--- src/rtl/plb_cache_responder.sv ---
// plb_cache_responder
// Memory-slave end of the PLB cache port. Holds a small fully-associative
// store of lookup tags and answers every granted request one cycle later.
// Lookups return a 1-bit hit; inserts fill the lowest invalid slot or,
// when the store is full, overwrite a round-robin victim. A flush empties
// the store. Saturating hit/miss counters feed performance monitoring.
//
// Handshake: a request is accepted (gnt=1) in any cycle where req=1 and no
// flush is asserted; there is no other back-pressure. Every accepted
// request produces exactly one valid pulse in the following cycle,
// unconditionally and in order; the master must always be able to take it.

package plb_cache_responder_pkg;
    // Lookup request issued by the walker's PLB stage; the whole request
    // is used as the tag.
    typedef struct packed {
        logic [19:0] vpn;
        logic [11:0] ptid;
    } plb_lookup_req_t;
endpackage

module plb_cache_responder #(
    parameter int NUM_ENTRIES = 8,
    parameter int ADDR_WIDTH  = $bits(plb_cache_responder_pkg::plb_lookup_req_t),
    parameter int CNT_WIDTH   = 32
) (
    input  logic                  clk_i,
    input  logic                  rst_ni,
    input  logic                  plb_cache_mem_req,
    output logic                  plb_cache_mem_gnt,
    input  logic [ADDR_WIDTH-1:0] plb_cache_mem_addr,
    input  logic                  plb_cache_mem_we,
    output logic                  plb_cache_mem_valid,
    output logic                  plb_cache_mem_rdata,
    input  logic                  plb_flush_i,
    output logic [CNT_WIDTH-1:0]  plb_hit_count_o,
    output logic [CNT_WIDTH-1:0]  plb_miss_count_o
);

    localparam int IDX_W = (NUM_ENTRIES > 1) ? $clog2(NUM_ENTRIES) : 1;

    // Store contents
    logic [ADDR_WIDTH-1:0] r_tag [NUM_ENTRIES];
    logic [NUM_ENTRIES-1:0] r_vld;
    logic [IDX_W-1:0]       r_victim;

    // Response pipeline
    logic                   r_rsp_valid;
    logic                   r_rsp_hit;

    // Performance counters
    logic [CNT_WIDTH-1:0]   r_hit_cnt;
    logic [CNT_WIDTH-1:0]   r_miss_cnt;

    // Combinational decode
    logic                   w_gnt;
    logic                   w_lookup;
    logic                   w_insert;
    logic [NUM_ENTRIES-1:0] w_match;
    logic                   w_hit;
    logic                   w_has_free;
    logic [IDX_W-1:0]       w_free_idx;
    logic                   w_do_write;
    logic [IDX_W-1:0]       w_write_idx;

    // Flush blocks the grant; it is the only source of back-pressure.
    assign w_gnt    = plb_cache_mem_req && !plb_flush_i;
    assign w_lookup = w_gnt && !plb_cache_mem_we;
    assign w_insert = w_gnt &&  plb_cache_mem_we;

    // Parallel tag compare against every valid entry.
    always_comb begin
        w_match = '0;
        for (int i = 0; i < NUM_ENTRIES; i++) begin
            w_match[i] = r_vld[i] && (r_tag[i] == plb_cache_mem_addr);
        end
    end

    assign w_hit = |w_match;

    // Lowest-index invalid entry; scanning downward leaves the lowest winner.
    always_comb begin
        w_has_free = 1'b0;
        w_free_idx = '0;
        for (int i = NUM_ENTRIES - 1; i >= 0; i--) begin
            if (!r_vld[i]) begin
                w_has_free = 1'b1;
                w_free_idx = IDX_W'(i);
            end
        end
    end

    // An insert of a tag already present is a no-op, so no duplicates form.
    always_comb begin
        w_do_write  = w_insert && !w_hit;
        w_write_idx = w_has_free ? w_free_idx : r_victim;
    end

    // Valid bits and victim pointer; flush clears both.
    always_ff @(posedge clk_i) begin
        if (!rst_ni) begin
            r_vld    <= '0;
            r_victim <= '0;
        end else if (plb_flush_i) begin
            r_vld    <= '0;
            r_victim <= '0;
        end else if (w_do_write) begin
            r_vld[w_write_idx] <= 1'b1;
            if (!w_has_free) begin
                // Power-of-two entry count: natural overflow wraps to 0.
                r_victim <= r_victim + IDX_W'(1);
            end
        end
    end

    // Tag payload; contents are qualified by r_vld so no reset is needed.
    always_ff @(posedge clk_i) begin
        if (w_do_write && !plb_flush_i) begin
            r_tag[w_write_idx] <= plb_cache_mem_addr;
        end
    end

    // One-cycle response register; reset drops any pending response.
    always_ff @(posedge clk_i) begin
        if (!rst_ni) begin
            r_rsp_valid <= 1'b0;
            r_rsp_hit   <= 1'b0;
        end else begin
            r_rsp_valid <= w_gnt;
            r_rsp_hit   <= w_lookup && w_hit;
        end
    end

    // Saturating hit/miss counters, updated alongside the response.
    always_ff @(posedge clk_i) begin
        if (!rst_ni) begin
            r_hit_cnt  <= '0;
            r_miss_cnt <= '0;
        end else if (w_lookup) begin
            if (w_hit) begin
                if (r_hit_cnt != '1) begin
                    r_hit_cnt <= r_hit_cnt + CNT_WIDTH'(1);
                end
            end else begin
                if (r_miss_cnt != '1) begin
                    r_miss_cnt <= r_miss_cnt + CNT_WIDTH'(1);
                end
            end
        end
    end

    assign plb_cache_mem_gnt   = w_gnt;
    assign plb_cache_mem_valid = r_rsp_valid;
    assign plb_cache_mem_rdata = r_rsp_valid && r_rsp_hit;
    assign plb_hit_count_o     = r_hit_cnt;
    assign plb_miss_count_o    = r_miss_cnt;

endmodule

--- config.mk ---
export PLATFORM = sky130hd
export DESIGN_NAME = plb_cache_responder
export DESIGN_NICKNAME = d
export VERILOG_FILES = /design/src/rtl/plb_cache_responder.sv
export SDC_FILE = /design/constraint.sdc
export NUM_CORES = 1
export LEC_CHECK = 0
export CAP_MARGIN = 10
export CORE_MARGIN = 5
export CORE_UTILIZATION = 49
export DETAILED_ROUTE_END_ITERATION = 8
export PLACE_DENSITY_LB_ADDON = 0.25
export SETUP_SLACK_MARGIN = 0.1
export SYNTH_ARGS = -nofsm -noshare
export SYNTH_HDL_FRONTEND = slang
export SYNTH_SLANG_ARGS = --single-unit
--- constraint.sdc ---
create_clock -name clk_i -period 11.31 [get_ports clk_i]
set_input_delay 2.262 -clock clk_i [delete_from_list [all_inputs] [get_ports clk_i]]
set_output_delay 2.262 -clock clk_i [all_outputs]
set_load 0.05 [all_outputs]
==> summary.txt <==
Floorplan
  – Row count: 65
  – Initial core utilization: 49.39%
  – Core ar.: 0.03147 sq mm
  – Width of the die: 188.1 um
  – Total die area: 0.03539 sq mm
  – IO Pins: 104
  – Die extent in y: 188.1 um

Clocking
  – CTS tree: yes
  – Num CTS Buffers: 37
  – Worst-path clk slew: 0.05 ns
  – Num Clock Sinks: 333
  – Setup bufs post-CTS: 0
  – Clock buffer depth: 3
  – CTS Hold Bufs: 0
  – # resized after CTS: 0
  – H-tree depth: 2
  – Worst-Skew Late Latency: 0.52 ns
  – Root Buffer: clkbuf_16

STA
  – Clock Skew: 0.01246 ns
  – Minimum clock period: 6.098 ns
  – Endpoints failing hold: 0
  – Share of the cycle needed by the critical path after routing: 53.91%
  – Slew @ Worst Pin: 1.175 ns
  – Setup TNS: 0 ns
  – Slew margin rel.: 21.41%
  – RSZ-0062 raised after global routing: no
  – Setup violators final: 0
  – Max Clk Rate: 164.0 MHz
  – Final Max Slew Viols: 0

Place
  – DP HPWL: 24.74 mm
  – Port Buf Inserts: 103
  – Routability cong.: 0.9362
  – Placed Cells: 1762

Worst setup path
  – Reg2Reg Setup Slack: 8.17 ns
  – FF-to-FF path depth: 9
  – Slowest-stage cell, CP: clkdlybuf4s50_1
  – Max FO, Critical Path: 5
  – Critical Path Most Common Cell: clkdlybuf4s50_1
  – RR Startpoint: r_tag[3][21]
  – Slowest stage delay, CP: 0.85 ns
  – Crit path launch type: primary input
  – Required @ worst endpoint: 9.05 ns
  – Crit end category: output port
  – Data arrival time of the critical path: 3.84 ns
  – CP Buf/Inv Count: 2
  – Critical R2R Capture: r_tag[4][29]
  – Critical-path cell list: clkdlybuf4s50_1 -> nor2b_1 -> clkdlybuf4s50_1
  – Worst setup path class: primary input to output port
  – CP top delay family: buffers and inverters

Synth
  – Area of the mapped netlist: 0.01555 sq mm
  – Cells after synthesis: 1288
  – Yosys Warn Count: 0
  – Synth cell count leaders: edfxtp_1, xnor2_1, nand4_1
  – Seq/Total Area, Yosys: 59.36%
  – Post-synthesis register bit count: 333
  – Unique masters post-synth: 55
  – Prevailing post-synth register cell: edfxtp_1
  – Main area contributors after synthesis: edfxtp_1, xnor2_1, dfxtp_1
  – Synth area leader: edfxtp_1
  – Number of synthesized flops with an enable pin: 256
  – Most instantiated library cell after synthesis: edfxtp_1
  – Synth top area share: 49.45%
  – Mapped Nets: 1328
  – FFs w/ async S/R, synth: 0%
  – Post-synthesis area per instance: 12.07 sq um

Hold path
  – HP Start: plb_hit_count_o[18]
  – Worst min path class: register to register
  – Worst hold path depth: 2
  – WHS Endpoint: plb_hit_count_o[18]

Power and ir drop
  – Leak: 0.005492 uW
  – Combinational Power Share: 6.1%
  – Sw Pwr: 586.0 uW
  – Internal power: 2045 uW
  – Maximum vdd drop: 127.3 uV
  – Switching Share: 22.27%
  – Clock share of power: 43.6%
  – Cell Pwr Density: 144.9 mW/mm^2
  – Sequential share of power: 50.3%

Finish
  – ANT cells: 0
  – Area grow syn2layout: 16.76%
  – Layout Cells excl Fill: 1828
  – Layout cell share with drive strength beyond 1: 6.732%
  – Fillers: 2550
  – Final design utilization: 57.67%
  – Number of nets in the layout: 1439

Routing
  – Routed Antenna Nets: 0
  – Pre-antenna DRT Iters: 5
  – Residual DRC: 0
  – Iter 0 DRT Violations: 965
  – DR vias/cell: 5.963
  – Avg WL per Cell: 21.46 um
  – Vias: 10900
  – Final WL: 39.23 mm

GRT
  – First-pass GRT wire length: 60.13 mm
  – Initial antenna violation count: 1
  – Pin count of the biggest net entering global routing: 63
  – GRT Util Overall: 21.48%
  – Number of global-route vias before repair: 10360
  – GRT overflow: 0

Outcome
  – Status: complete, no violations

Run
  – Max_cap viols: 0
[placed cells by master, fill, tap and decap left out, types with 3 or more instances in the layout]
| cell | count |
|---|---|
| o21a_1 | 3 |
| clkbuf_16 | 37 |
| and2_1 | 5 |
| o311ai_0 | 6 |
| nor2_2 | 3 |
| and4_1 | 3 |
| nand2b_1 | 43 |
| or3_1 | 22 |
| clkinv_2 | 4 |
| clkbuf_1 | 13 |
| or4_1 | 22 |
| nand4_1 | 99 |
| o41ai_1 | 8 |
| dfxtp_1 | 77 |
| nand4b_1 | 3 |
| o21ai_0 | 24 |
| inv_1 | 23 |
| xnor2_1 | 183 |
| xor2_1 | 65 |
| nor4b_1 | 5 |
| o22ai_1 | 4 |
| clkinv_1 | 4 |
| nand2_1 | 86 |
| nor4_1 | 50 |
| buf_4 | 28 |
| nor2b_1 | 5 |
| nand3_1 | 59 |
| o211ai_1 | 10 |
| nor2_1 | 25 |
| and3_1 | 10 |
| edfxtp_1 | 256 |
| a21oi_1 | 33 |
| nor3_1 | 22 |
| nor3_2 | 4 |
| nor4_2 | 4 |
| ha_1 | 3 |
| clkdlybuf4s50_1 | 102 |
| o31ai_1 | 23 |
| mux2i_1 | 17 |
| o2111ai_1 | 3 |
[through the flow]
stage                     hold WS, ns  power [uW]  setup slack (ns)  area, sq um
after global routing           0.5066        2719             5.093        18150
after floorplan                0.4564        1443             4.147        15550
after detailed placement       0.4764        1509             5.092        17010
final                          0.4758        2631             5.212        18150
after global placement         0.4583        1507             5.061        17010
after CTS                      0.4834        2654             5.203        18150
[how the worst max path moves through the flow]
| stage | startpoint | endpoint | slack (ns) | cells after the start |
|---|---|---|---|---|
| 4_1_cts | plb_cache_mem_req | plb_cache_mem_gnt | 5.20 | 3 |
| 5_1_grt | plb_cache_mem_req | plb_cache_mem_gnt | 5.09 | 3 |
| 6_report | plb_cache_mem_req | plb_cache_mem_gnt | 5.21 | 3 |
| 3_5_place_dp | plb_cache_mem_addr[1] | r_tag[4][1] | 5.09 | 11 |
| 3_3_place_gp | plb_cache_mem_addr[1] | r_tag[4][25] | 5.06 | 11 |
| 2_1_floorplan | plb_cache_mem_req | r_tag[5][0] | 4.15 | 4 |
[cell type report]
type                    count  area (sq um)  share of cell area (%)
multi-input cells         873          5952                   32.79
repair buffers            131          1236                   6.810
clock buffers              52          1002                   5.521
well taps                 402         503.0                   2.771
inverters                  23         86.33                  0.4756
flip-flops and latches    333          9229                   50.84
clock inverters            14         143.9                  0.7927
[sequential cells by signal (all words and copies together), names as in the netlist]
name                 cells
plb_miss_count_o        32
plb_cache_mem_valid      1
r_victim                 3
plb_hit_count_o         32
r_vld                    8
r_rsp_hit                1
r_tag                  256
[cells by family after synthesis]
family | Yosys count | share of synthesized area, %
AO/OA/AOI/OAI | 128 | 5.473
XOR/XNOR | 248 | 13.97
adder cells (fa/ha/maj) | 3 | 0.2415
buffers and inverters | 82 | 2.600
flip-flops | 333 | 59.36
multiplexers | 17 | 1.095
AND/OR/NAND/NOR | 477 | 17.26
[layer usage]
layer,GRT usage (%),up-vias,wire (um)
met4,6.917,2,1152
met3,3.500,81,2973
met1,30.66,5299,17130
met5,0,-,13
met2,33.81,457,17960
li1,-,5061,-
[power groups by stage]
| stage | Combinational [uW] | Clock [uW] | Sequential (uW) |
|---|---|---|---|
| 3_5_place_dp | 160 | 0 | 1350 |
| 6_report | 161 | 1150 | 1320 |
| 2_1_floorplan | 93.9 | 0 | 1350 |
| 3_3_place_gp | 158 | 0 | 1350 |
| 4_1_cts | 161 | 1170 | 1320 |
| 5_1_grt | 173 | 1220 | 1320 |
[worst min-delay path: stages, from the launching register on]
cell	delay, ns
dfxtp_1	0.32
nand2_1	0.06
mux2i_1	0.05
(Power assumes the default switching activity.)
